$ cat src/rtl/seg_scan_ctrl.sv
// Dwell-timed 7-segment anode scanner: per digit a dark blank interval followed
// by a lit interval, skipping masked digits, with a pulse on each scan wrap.
module seg_scan_ctrl #(
  parameter int NUM_DIGITS   = 8,
  parameter int CLK_DIV      = 10000,
  parameter int BLANK_CYCLES = 16,
  parameter int ACTIVE_LOW   = 1,
  localparam int IDX_W       = (NUM_DIGITS > 1) ? $clog2(NUM_DIGITS) : 1
) (
  input  logic                    clk_10Mhz,
  input  logic                    reset_n,
  input  logic                    enable,
  input  logic [NUM_DIGITS-1:0]   digit_en,
  input  logic [NUM_DIGITS*8-1:0] seg_data,
  output logic [NUM_DIGITS-1:0]   an_sel,
  output logic [7:0]              seg_out,
  output logic [IDX_W-1:0]        digit_idx,
  output logic                    frame_tick
);

  localparam int CNT_W = (CLK_DIV > 1) ? $clog2(CLK_DIV) : 1;
  localparam logic [CNT_W-1:0] LAST_CNT  = CNT_W'(CLK_DIV - 1);
  localparam logic [CNT_W-1:0] BLANK_END = CNT_W'(BLANK_CYCLES);
  // Polarity is applied only by XOR at the output registers.
  localparam logic [NUM_DIGITS-1:0] AN_OFF  = (ACTIVE_LOW != 0) ? {NUM_DIGITS{1'b1}} : {NUM_DIGITS{1'b0}};
  localparam logic [7:0]            SEG_OFF = (ACTIVE_LOW != 0) ? 8'hFF : 8'h00;

  typedef enum logic [1:0] {
    IDLE  = 2'd0,
    BLANK = 2'd1,
    SHOW  = 2'd2
  } state_t;

  state_t           state_r;
  logic [CNT_W-1:0] cnt_r;
  logic [CNT_W-1:0] cnt_inc_s;
  logic [IDX_W-1:0] first_idx_s;
  logic [IDX_W-1:0] next_idx_s;
  logic             end_dwell_s;

  function automatic logic [IDX_W-1:0] lowest_set(input logic [NUM_DIGITS-1:0] mask);
    lowest_set = {IDX_W{1'b0}};
    for (int i = NUM_DIGITS - 1; i >= 0; i--) begin
      if (mask[i]) lowest_set = IDX_W'(i);
    end
  endfunction

  // Next set bit strictly above cur, otherwise wrap to the lowest (cur itself last).
  function automatic logic [IDX_W-1:0] next_set(input logic [NUM_DIGITS-1:0] mask,
                                               input logic [IDX_W-1:0] cur);
    logic             found;
    logic [IDX_W-1:0] above;
    found = 1'b0;
    above = {IDX_W{1'b0}};
    for (int i = NUM_DIGITS - 1; i >= 0; i--) begin
      if (mask[i] && (IDX_W'(i) > cur)) begin
        above = IDX_W'(i);
        found = 1'b1;
      end
    end
    next_set = found ? above : lowest_set(mask);
  endfunction

  function automatic logic [NUM_DIGITS-1:0] one_hot(input logic [IDX_W-1:0] idx);
    for (int i = 0; i < NUM_DIGITS; i++) begin
      one_hot[i] = (IDX_W'(i) == idx);
    end
  endfunction

  // Next-digit selection and dwell counter arithmetic.
  always_comb begin
    cnt_inc_s   = cnt_r + CNT_W'(1);
    end_dwell_s = (cnt_r == LAST_CNT);
    first_idx_s = lowest_set(digit_en);
    next_idx_s  = next_set(digit_en, digit_idx);
  end

  // Scan FSM with registered anode, segment, index and wrap outputs.
  always_ff @(posedge clk_10Mhz or negedge reset_n) begin
    if (!reset_n) begin
      state_r    <= IDLE;
      cnt_r      <= {CNT_W{1'b0}};
      digit_idx  <= {IDX_W{1'b0}};
      frame_tick <= 1'b0;
      an_sel     <= AN_OFF;
      seg_out    <= SEG_OFF;
    end else begin
      case (state_r)
        IDLE: begin
          cnt_r      <= {CNT_W{1'b0}};
          frame_tick <= 1'b0;
          an_sel     <= AN_OFF;
          seg_out    <= SEG_OFF;
          if (enable && (|digit_en)) begin
            state_r   <= BLANK;
            digit_idx <= first_idx_s;
          end else begin
            state_r <= IDLE;
          end
        end
        BLANK, SHOW: begin
          if (!enable) begin
            state_r    <= IDLE;
            cnt_r      <= {CNT_W{1'b0}};
            frame_tick <= 1'b0;
            an_sel     <= AN_OFF;
            seg_out    <= SEG_OFF;
          end else if (end_dwell_s) begin
            cnt_r   <= {CNT_W{1'b0}};
            an_sel  <= AN_OFF;
            seg_out <= SEG_OFF;
            if (digit_en == {NUM_DIGITS{1'b0}}) begin
              state_r    <= IDLE;
              frame_tick <= 1'b0;
            end else begin
              state_r    <= BLANK;
              digit_idx  <= next_idx_s;
              frame_tick <= (next_idx_s <= digit_idx);
            end
          end else begin
            cnt_r      <= cnt_inc_s;
            frame_tick <= 1'b0;
            if (cnt_inc_s >= BLANK_END) begin
              state_r <= SHOW;
              // Anode drops on the next edge if its enable bit is cleared mid-dwell.
              an_sel  <= (one_hot(digit_idx) & digit_en) ^ AN_OFF;
              seg_out <= seg_data[{digit_idx, 3'b000} +: 8] ^ SEG_OFF;
            end else begin
              state_r <= BLANK;
              an_sel  <= AN_OFF;
              seg_out <= SEG_OFF;
            end
          end
        end
        default: begin
          state_r    <= IDLE;
          cnt_r      <= {CNT_W{1'b0}};
          frame_tick <= 1'b0;
          an_sel     <= AN_OFF;
          seg_out    <= SEG_OFF;
        end
      endcase
    end
  end

endmodule

$ cat config.mk
export PLATFORM = sky130hd
export DESIGN_NAME = seg_scan_ctrl
export DESIGN_NICKNAME = d
export VERILOG_FILES = /design/src/rtl/seg_scan_ctrl.sv
export SDC_FILE = /design/constraint.sdc
export NUM_CORES = 1
export LEC_CHECK = 0
export CORE_ASPECT_RATIO = 1.2
export CORE_MARGIN = 2
export CORE_UTILIZATION = 30
export CTS_CLUSTER_SIZE = 24
export DETAILED_ROUTE_END_ITERATION = 6
export DONT_BUFFER_PORTS = 1
export GPL_TIMING_DRIVEN = 0
export SLEW_MARGIN = 20
export SYNTH_ARGS = -nofsm -noshare
export SYNTH_HDL_FRONTEND = slang
export SYNTH_SLANG_ARGS = --single-unit
$ cat constraint.sdc
create_clock -name clk_10Mhz -period 2.9 [get_ports clk_10Mhz]
set_input_delay 0 -clock clk_10Mhz [delete_from_list [all_inputs] [get_ports clk_10Mhz]]
set_output_delay 0 -clock clk_10Mhz [all_outputs]
set_load 0.01 [all_outputs]
==> results of run 1 <==
-- layer usage --
metal  GRT usage, %  vias to the layer above
met4          4.945                        0
li1               -                     1176
met1          21.51                     1254
met5              0                        -
met3          3.782                       15
met2          27.98                      119
-- worst min-delay path, stage by stage --
cell,delay [ps]
o22ai_1,50
o21ai_0,170
nand3_1,80
-- flip-flops by register name, summed over array words and instances, names as in the netlist --
signal      count
an_sel          8
frame_tick      1
seg_out         8
state_r         2
cnt_r          14
digit_idx       3
-- cells by family after synthesis --
group	Yosys count	share of synthesized area (%)
muxes	15	6.838
AOI/OAI and AO/OA	81	23.65
buffers and inverters	34	6.042
xor gates and xnor gates	15	4.918
DFF	36	34.47
adders and majority gates	6	2.810
and+or+nand+nor	110	21.27
-- cell type report --
class	instances	area share (%)
buffer	20	3.424
clock buffer	6	2.918
clock inverter	2	0.5058
inverter	13	1.518
multi-input combinational	227	49.42
sequential	36	28.64
tap	117	4.553
timing repair buffer	28	9.027
-- report_power, final --
| part | internal [mW] | switching [mW] | leakage (nW) |
|---|---|---|---|
| Combinational | 0.490 | 0.732 | 0.708 |
| Clock | 0.224 | 0.192 | 0.0530 |
| Sequential | 0.532 | 0.0591 | 0.437 |
| Total | 1.25 | 0.983 | 1.20 |
-- how the worst min path moves through the flow --
stage	startpoint	slack, ps	endpoint	cells after the start
after floorplan	reset_n	-300	cnt_r[0]$_DFF_PN0_	0
after global placement	reset_n	-290	cnt_r[5]$_DFF_PN0_	0
after detailed placement	reset_n	-290	cnt_r[6]$_DFF_PN0_	0
after CTS	seg_data[0]	9	seg_out[0]$_DFF_PN1_	3
after global routing	seg_data[7]	10	seg_out[7]$_DFF_PN1_	3
final	seg_data[0]	-4	seg_out[0]$_DFF_PN1_	3
-- through the flow --
step           cell area [um2]  worst slack, ps  hold WS, ps  total power [mW]
2_1_floorplan             2671            700.4       -295.6             1.437
3_3_place_gp              2818            159.3       -294.1             1.690
3_5_place_dp              2818            99.03       -294.0             1.714
4_1_cts                   3218            81.12        8.634             2.233
5_1_grt                   3216            31.31        10.08             2.429
6_report                  3216            233.5       -4.449             2.228
-- cells in the final DEF (no fill, tap or decap), types with 3 or more instances in the layout --
cell	instances
xor2_1	5
a21oi_1	9
ha_1	6
dfstp_2	16
dfrtp_1	20
dlygate4sd3_1	27
nor4_1	3
or3_1	3
nand2_1	24
o221ai_1	5
inv_1	12
buf_2	5
a21o_1	3
buf_6	3
o22ai_1	10
o311ai_0	7
clkbuf_1	8
o2111ai_1	3
nor3_1	4
xnor2_1	10
nor2b_1	8
o21ai_0	13
mux2i_1	7
nor2_1	29
nand3_1	12
o211ai_2	3
nand4_1	10
mux2_2	6
and3_1	3
o22a_1	3
a31oi_1	5
clkbuf_8	5
-- timing repair --
action / 4_1_cts / 5_1_grt
endpoints found under the hold margin: 55 / 0
resized for setup: 0 / 2
setup endpoints to repair: 0 / 3
hold buffers: 28 / 0
==> flow_summary_export.csv, run 1 <==
group,metric,value,unit
clock_tree,htree_levels,2,
drt,vias,2564,
critical_path,cp_common_cell,"clkbuf_1",
synth,syn_avg_cell_area,8.994,um2
synth,yosys-top-cells-count,"nor2_1, nand2_1, dfrtp_1, dfstp_2, o21ai_0",
floorplan,die_h,107.4,um
power,p_per_area,693.0,mW/mm2
critical_path,cp_max_fo,10,
cells_and_area,seqCellArea,920.9,um2
drt,drt_pass1_iterations,4,
synth,synth.area.top_cells,"dfrtp_1, dfstp_2, nor2_1",
timing,rsz0062_at_grt,"false",
clock_tree,cts_root_buf,"clkbuf_8",
critical_path,critPathSlowestCell,"dlygate4sd3_1",
critical_path,required,3110,ps
synth,synth_flop_cell,"dfrtp_1",
global_route,grt_max_degree,37,
critical_path,rr_startpoint,"digit_idx[2]$_DFFE_PN0P_",
critical_path,cp.arrival,2870,ps
power,vdd_drop_max,0.4105,mV
critical_path,rrSetupSlack,230,ps
global_route,grt_util_all_layers,16.67,%
drt,drtAntennaViolNets,0,
synth,synth.distinct_cells,63,
worst_hold_path,hold_class,"in2reg",
critical_path,crit_path_end_kind,"flip-flop",
cells_and_area,nets,412,
global_route,antenna_found_initial,0,
clock_tree,cts-buffers-inserted,5,
critical_path,critPathTopFamily,"buffers and inverters",
synth,synth_most_common_cell,"nor2_1",
floorplan,start_util,31.02,%
cells_and_area,post-route-util,37.34,%
cells_and_area,finalNonFillerCells,449,
critical_path,reg2reg_depth,7,
critical_path,slowest_delay,600,ps
drt,wl_per_cell,18.22,um
critical_path,crit_buf_inv,4,
timing,drv_slew,0,
critical_path,cp_cell_sequence,"clkbuf_1 -> clkbuf_1 -> clkbuf_1 -> o221ai_1 -> dlygate4sd3_1 -> o21ai_0 -> nand3_1",
timing,post-route-period-util,91.95,%
power,power_leakage,1.198,nW
timing,maxClockFrequency,375.0,MHz
critical_path,path_depth,7,
timing,setup_violations,0,
synth,ys_ff_latch,36,
global_route,gr-total-overflow,0,
drt,drt-total-wl,8181,um
critical_path,cp-start-kind,"flip-flop",
drt,first_iter_violations,159,
clock_tree,clock_latency,300,ps
synth,ys_seq_area_share,34.47,%
cells_and_area,drive_above_1_share,17.17,%
critical_path,endpoint,"seg_out[7]$_DFF_PN1_",
timing,fin_skew,12.71,ps
place,placed_cells,414,
place,hpwlAfterDp,5883,um
floorplan,row_count,37,
critical_path,reg2reg_to,"seg_out[7]$_DFF_PN1_",
cells_and_area,syn_to_final_growth,20.37,%
clock_tree,clk_path_buf_depth,2,
clock_tree,tritoncts,"built",
synth,yosys_warnings,0,
synth,post-synth-top-area-cell,"dfrtp_1",
clock_tree,clk_pin_slew_worst_paths,80,ps
floorplan,dieArea,0.009678,mm2
drt,wl_met3,568,um
clock_tree,postCtsSetupBuffers,0,
drt,drc,0,
timing,tns,0,ps
drt,viasPerCell,5.710,
synth,syn_area,0.002671,mm2
job,cap_violations,0,
critical_path,path_class,"reg2reg",
critical_path,crit_start,"digit_idx[2]$_DFFE_PN0P_",
synth,synth.net_count,378,
outcome,failed_checks,"hold timing",
place,io_buffers,0,
timing,tightest_slew,518.3,ps
clock_tree,numClockSinks,36,
synth,synth_edf_count,0,
cells_and_area,multi_input_area,0.001589,mm2
global_route,grt_pass1_vias,2545,
synth,yosys.area.top_type_share,18.74,%
drt,met1Wirelength,3447,um
timing,report.final.hold_viol_count,2,
timing,hold_ws,-4.449,ps
cells_and_area,num_antenna_cells,0,
outcome,status,"finished, violations left",
synth,synthCells,297,
floorplan,core-area,0.008611,mm2
cells_and_area,fillers,907,
timing,max-slew-margin-rel,65.15,%
floorplan,io_pins,95,
timing,period_minus_slack,2667,ps
global_route,grt_pass1_wl,13050,um
floorplan,die_w,90.14,um
drt,highest_layer,"met4",
synth,postSynth.asyncResetShare,100.0,%
place,gp_congestion,0.9589,
drt,route.met2.wl,4006,um
Power figures use the tool's default switching activity.
==> run 2: changes to the inputs <==
- SETUP_SLACK_MARGIN: unset -> 0.4
==> run 2 against run 1 <==
Compared with the run above: critical endpoint is now an_sel[2]$_DFF_PN1_; combinational power increased by 3%; sequential share of layout area decreased by 0.85 points; non-clock buffer count increased by 8; design area increased by 3.5%; setup slack improved by 290 ps; the run now ends clean; via count increased by 1.1%; flip-flop and latch count unchanged; global-route usage about the same; maximum frequency increased by 12%; clock skew about the same; largest cell class unchanged; critical path depth increased by 1; register-to-register slack improved by 290 ps.
==> flow_summary_export.csv, run 2 (synthesis gave the netlist of run 1 again) <==
group,metric,value,unit
critical_path,rr_startpoint,"cnt_r[0]$_DFF_PN0_",
critical_path,cp.arrival,2530,ps
cells_and_area,drive_above_1_share,22.94,%
outcome,status,"completed",
critical_path,cp_max_fo,8,
floorplan,row_count,37,
cells_and_area,top_register,"cnt_r",
critical_path,rrSetupSlack,520,ps
clock_tree,tritoncts,"built",
drt,drt-total-wl,8278,um
timing,drv_slew,0,
critical_path,path_class,"reg2reg",
critical_path,cp_cell_sequence,"ha_1 -> and3_1 -> and4_4 -> or3_1 -> buf_2 -> a41oi_4 -> buf_4 -> nand4_1",
drt,wl_per_cell,18.11,um
critical_path,cp-start-kind,"flip-flop",
clock_tree,cts-buffers-inserted,5,
timing,report.final.hold_viol_count,0,
floorplan,dieArea,0.009678,mm2
drt,drc,0,
clock_tree,clk_path_buf_depth,2,
drt,first_iter_violations,177,
place,post-place-ws,99.03,ps
global_route,gr-total-overflow,0,
power,p_per_area,683.1,mW/mm2
floorplan,io_pins,95,
floorplan,die_w,90.14,um
timing,setup_violations,0,
timing,maxClockFrequency,421.0,MHz
drt,drt_pass1_iterations,5,
timing,period_minus_slack,2376,ps
global_route,grt_max_degree,37,
cells_and_area,syn_to_final_growth,24.54,%
power,power_leakage,1.256,nW
cells_and_area,largest_reg_flops,14,
timing,hold_ws,15.66,ps
drt,viasPerCell,5.674,
place,hpwlAfterDp,5883,um
clock_tree,clk_pin_slew_worst_paths,80,ps
global_route,grt_util_all_layers,16.66,%
power,vdd_drop_max,0.4519,mV
timing,fin_skew,12.45,ps
cells_and_area,top_regs,"cnt_r (14), an_sel (8), seg_out (8)",
global_route,grt_pass1_vias,2533,
cells_and_area,num_antenna_cells,0,
floorplan,core-area,0.008611,mm2
floorplan,die_h,107.4,um
cells_and_area,nets,420,
critical_path,slowest_delay,420,ps
timing,max-slew-margin-rel,65.18,%
critical_path,reg2reg_to,"an_sel[2]$_DFF_PN1_",
job,cap_violations,0,
critical_path,endpoint,"an_sel[2]$_DFF_PN1_",
timing,tightest_slew,517.9,ps
place,io_buffers,0,
critical_path,critPathSlowestCell,"dfrtp_1",
place,gp_congestion,0.9589,
drt,vias,2593,
timing,tns,0,ps
place,post_dp_cell_area,0.002818,mm2
cells_and_area,design_area,0.003327,mm2
worst_hold_path,hold_class,"in2reg",
global_route,grt_pass1_wl,13080,um
critical_path,reg2reg_depth,8,
cells_and_area,layout_common_cells,"nor2_1, dlygate4sd3_1, nand2_1",
critical_path,crit_start,"cnt_r[0]$_DFF_PN0_",
timing,timing.final.ws_setup,524.4,ps
power,totalPowerFinal,2.273,mW
clock_tree,htree_levels,2,
floorplan,start_util,31.02,%
timing,post-route-period-util,81.92,%
critical_path,required,3050,ps
global_route,antenna_found_initial,0,
timing,rsz0062_at_grt,"true",
clock_tree,numClockSinks,36,
clock_tree,cts_root_buf,"clkbuf_8",
clock_tree,clock_latency,300,ps
critical_path,crit_path_end_kind,"flip-flop",
drt,drtAntennaViolNets,0,
-- run 2: cell types whose count changed in the layout (fill, tap and decap cells not counted), sizes merged --
cell,change
clkinvlp,+1
clkinv,-1
buf,+8
-- run 2: critical path: cells and delay by family (launching register included) --
family | cells | cell delay [ps]
buffers and inverters | 2 | 350
flip-flops | 1 | 420
AND/OR/NAND/NOR | 4 | 870
adder cells (fa/ha/maj) | 1 | 280
AO/OA/AOI/OAI | 1 | 320
-- run 2: layout make-up --
type	instances	area, um2
plain buffers	21	126.4
clock buffers	6	93.84
fillers	901	5284
flip-flops and latches	36	924.6
repair buffers	35	340.3
clock inverters	2	16.27
inverters	13	52.55
multi-input cells	227	1627
well taps	117	146.4
-- run 2: what timing repair did --
action | 4_1_cts | 5_1_grt
resized for setup | 8 | 14
pin swaps | 0 | 2
hold buffers | 28 | 0
cloned | 0 | 1
endpoints found under the hold margin | 55 | 0
endpoints found under the setup margin | 2 | 2
setup buffers | 0 | 6
-- run 2: metal layers --
layer	GRT usage, %	part of all wire [%]	vias to the layer above
li1	-	-	1192
met1	21.58	42	1271
met2	28.36	50	116
met3	3.501	6.6	14
met4	4.286	1.5	0
met5	0	0	-
-- run 2: worst min-delay path by stage --
| stage | start | endpoint | slack (ps) | cells past startpoint |
|---|---|---|---|---|
| 2_1_floorplan | reset_n | cnt_r[0]$_DFF_PN0_ | -300 | 0 |
| 3_3_place_gp | reset_n | cnt_r[5]$_DFF_PN0_ | -290 | 0 |
| 3_5_place_dp | reset_n | cnt_r[6]$_DFF_PN0_ | -290 | 0 |
| 4_1_cts | seg_data[0] | seg_out[0]$_DFF_PN1_ | 9 | 3 |
| 5_1_grt | seg_data[21] | seg_out[5]$_DFF_PN1_ | 20 | 3 |
| 6_report | seg_data[0] | seg_out[0]$_DFF_PN1_ | 20 | 3 |
-- run 2: per-stage QoR --
stage / util, % / instances
final: 38.64 / 457
after detailed placement: 32.72 / 414
after CTS: 37.52 / 450
after floorplan: - / 297
after global routing: 38.64 / 457
after global placement: 32.72 / 414
-- run 2: power breakdown --
group,internal [mW],leakage [nW],total [mW],switching (mW)
Combinational,0.498,0.769,1.26,0.761
Sequential,0.536,0.434,0.600,0.0634
Clock,0.224,0.0530,0.414,0.190
Total,1.26,1.26,2.27,1.01
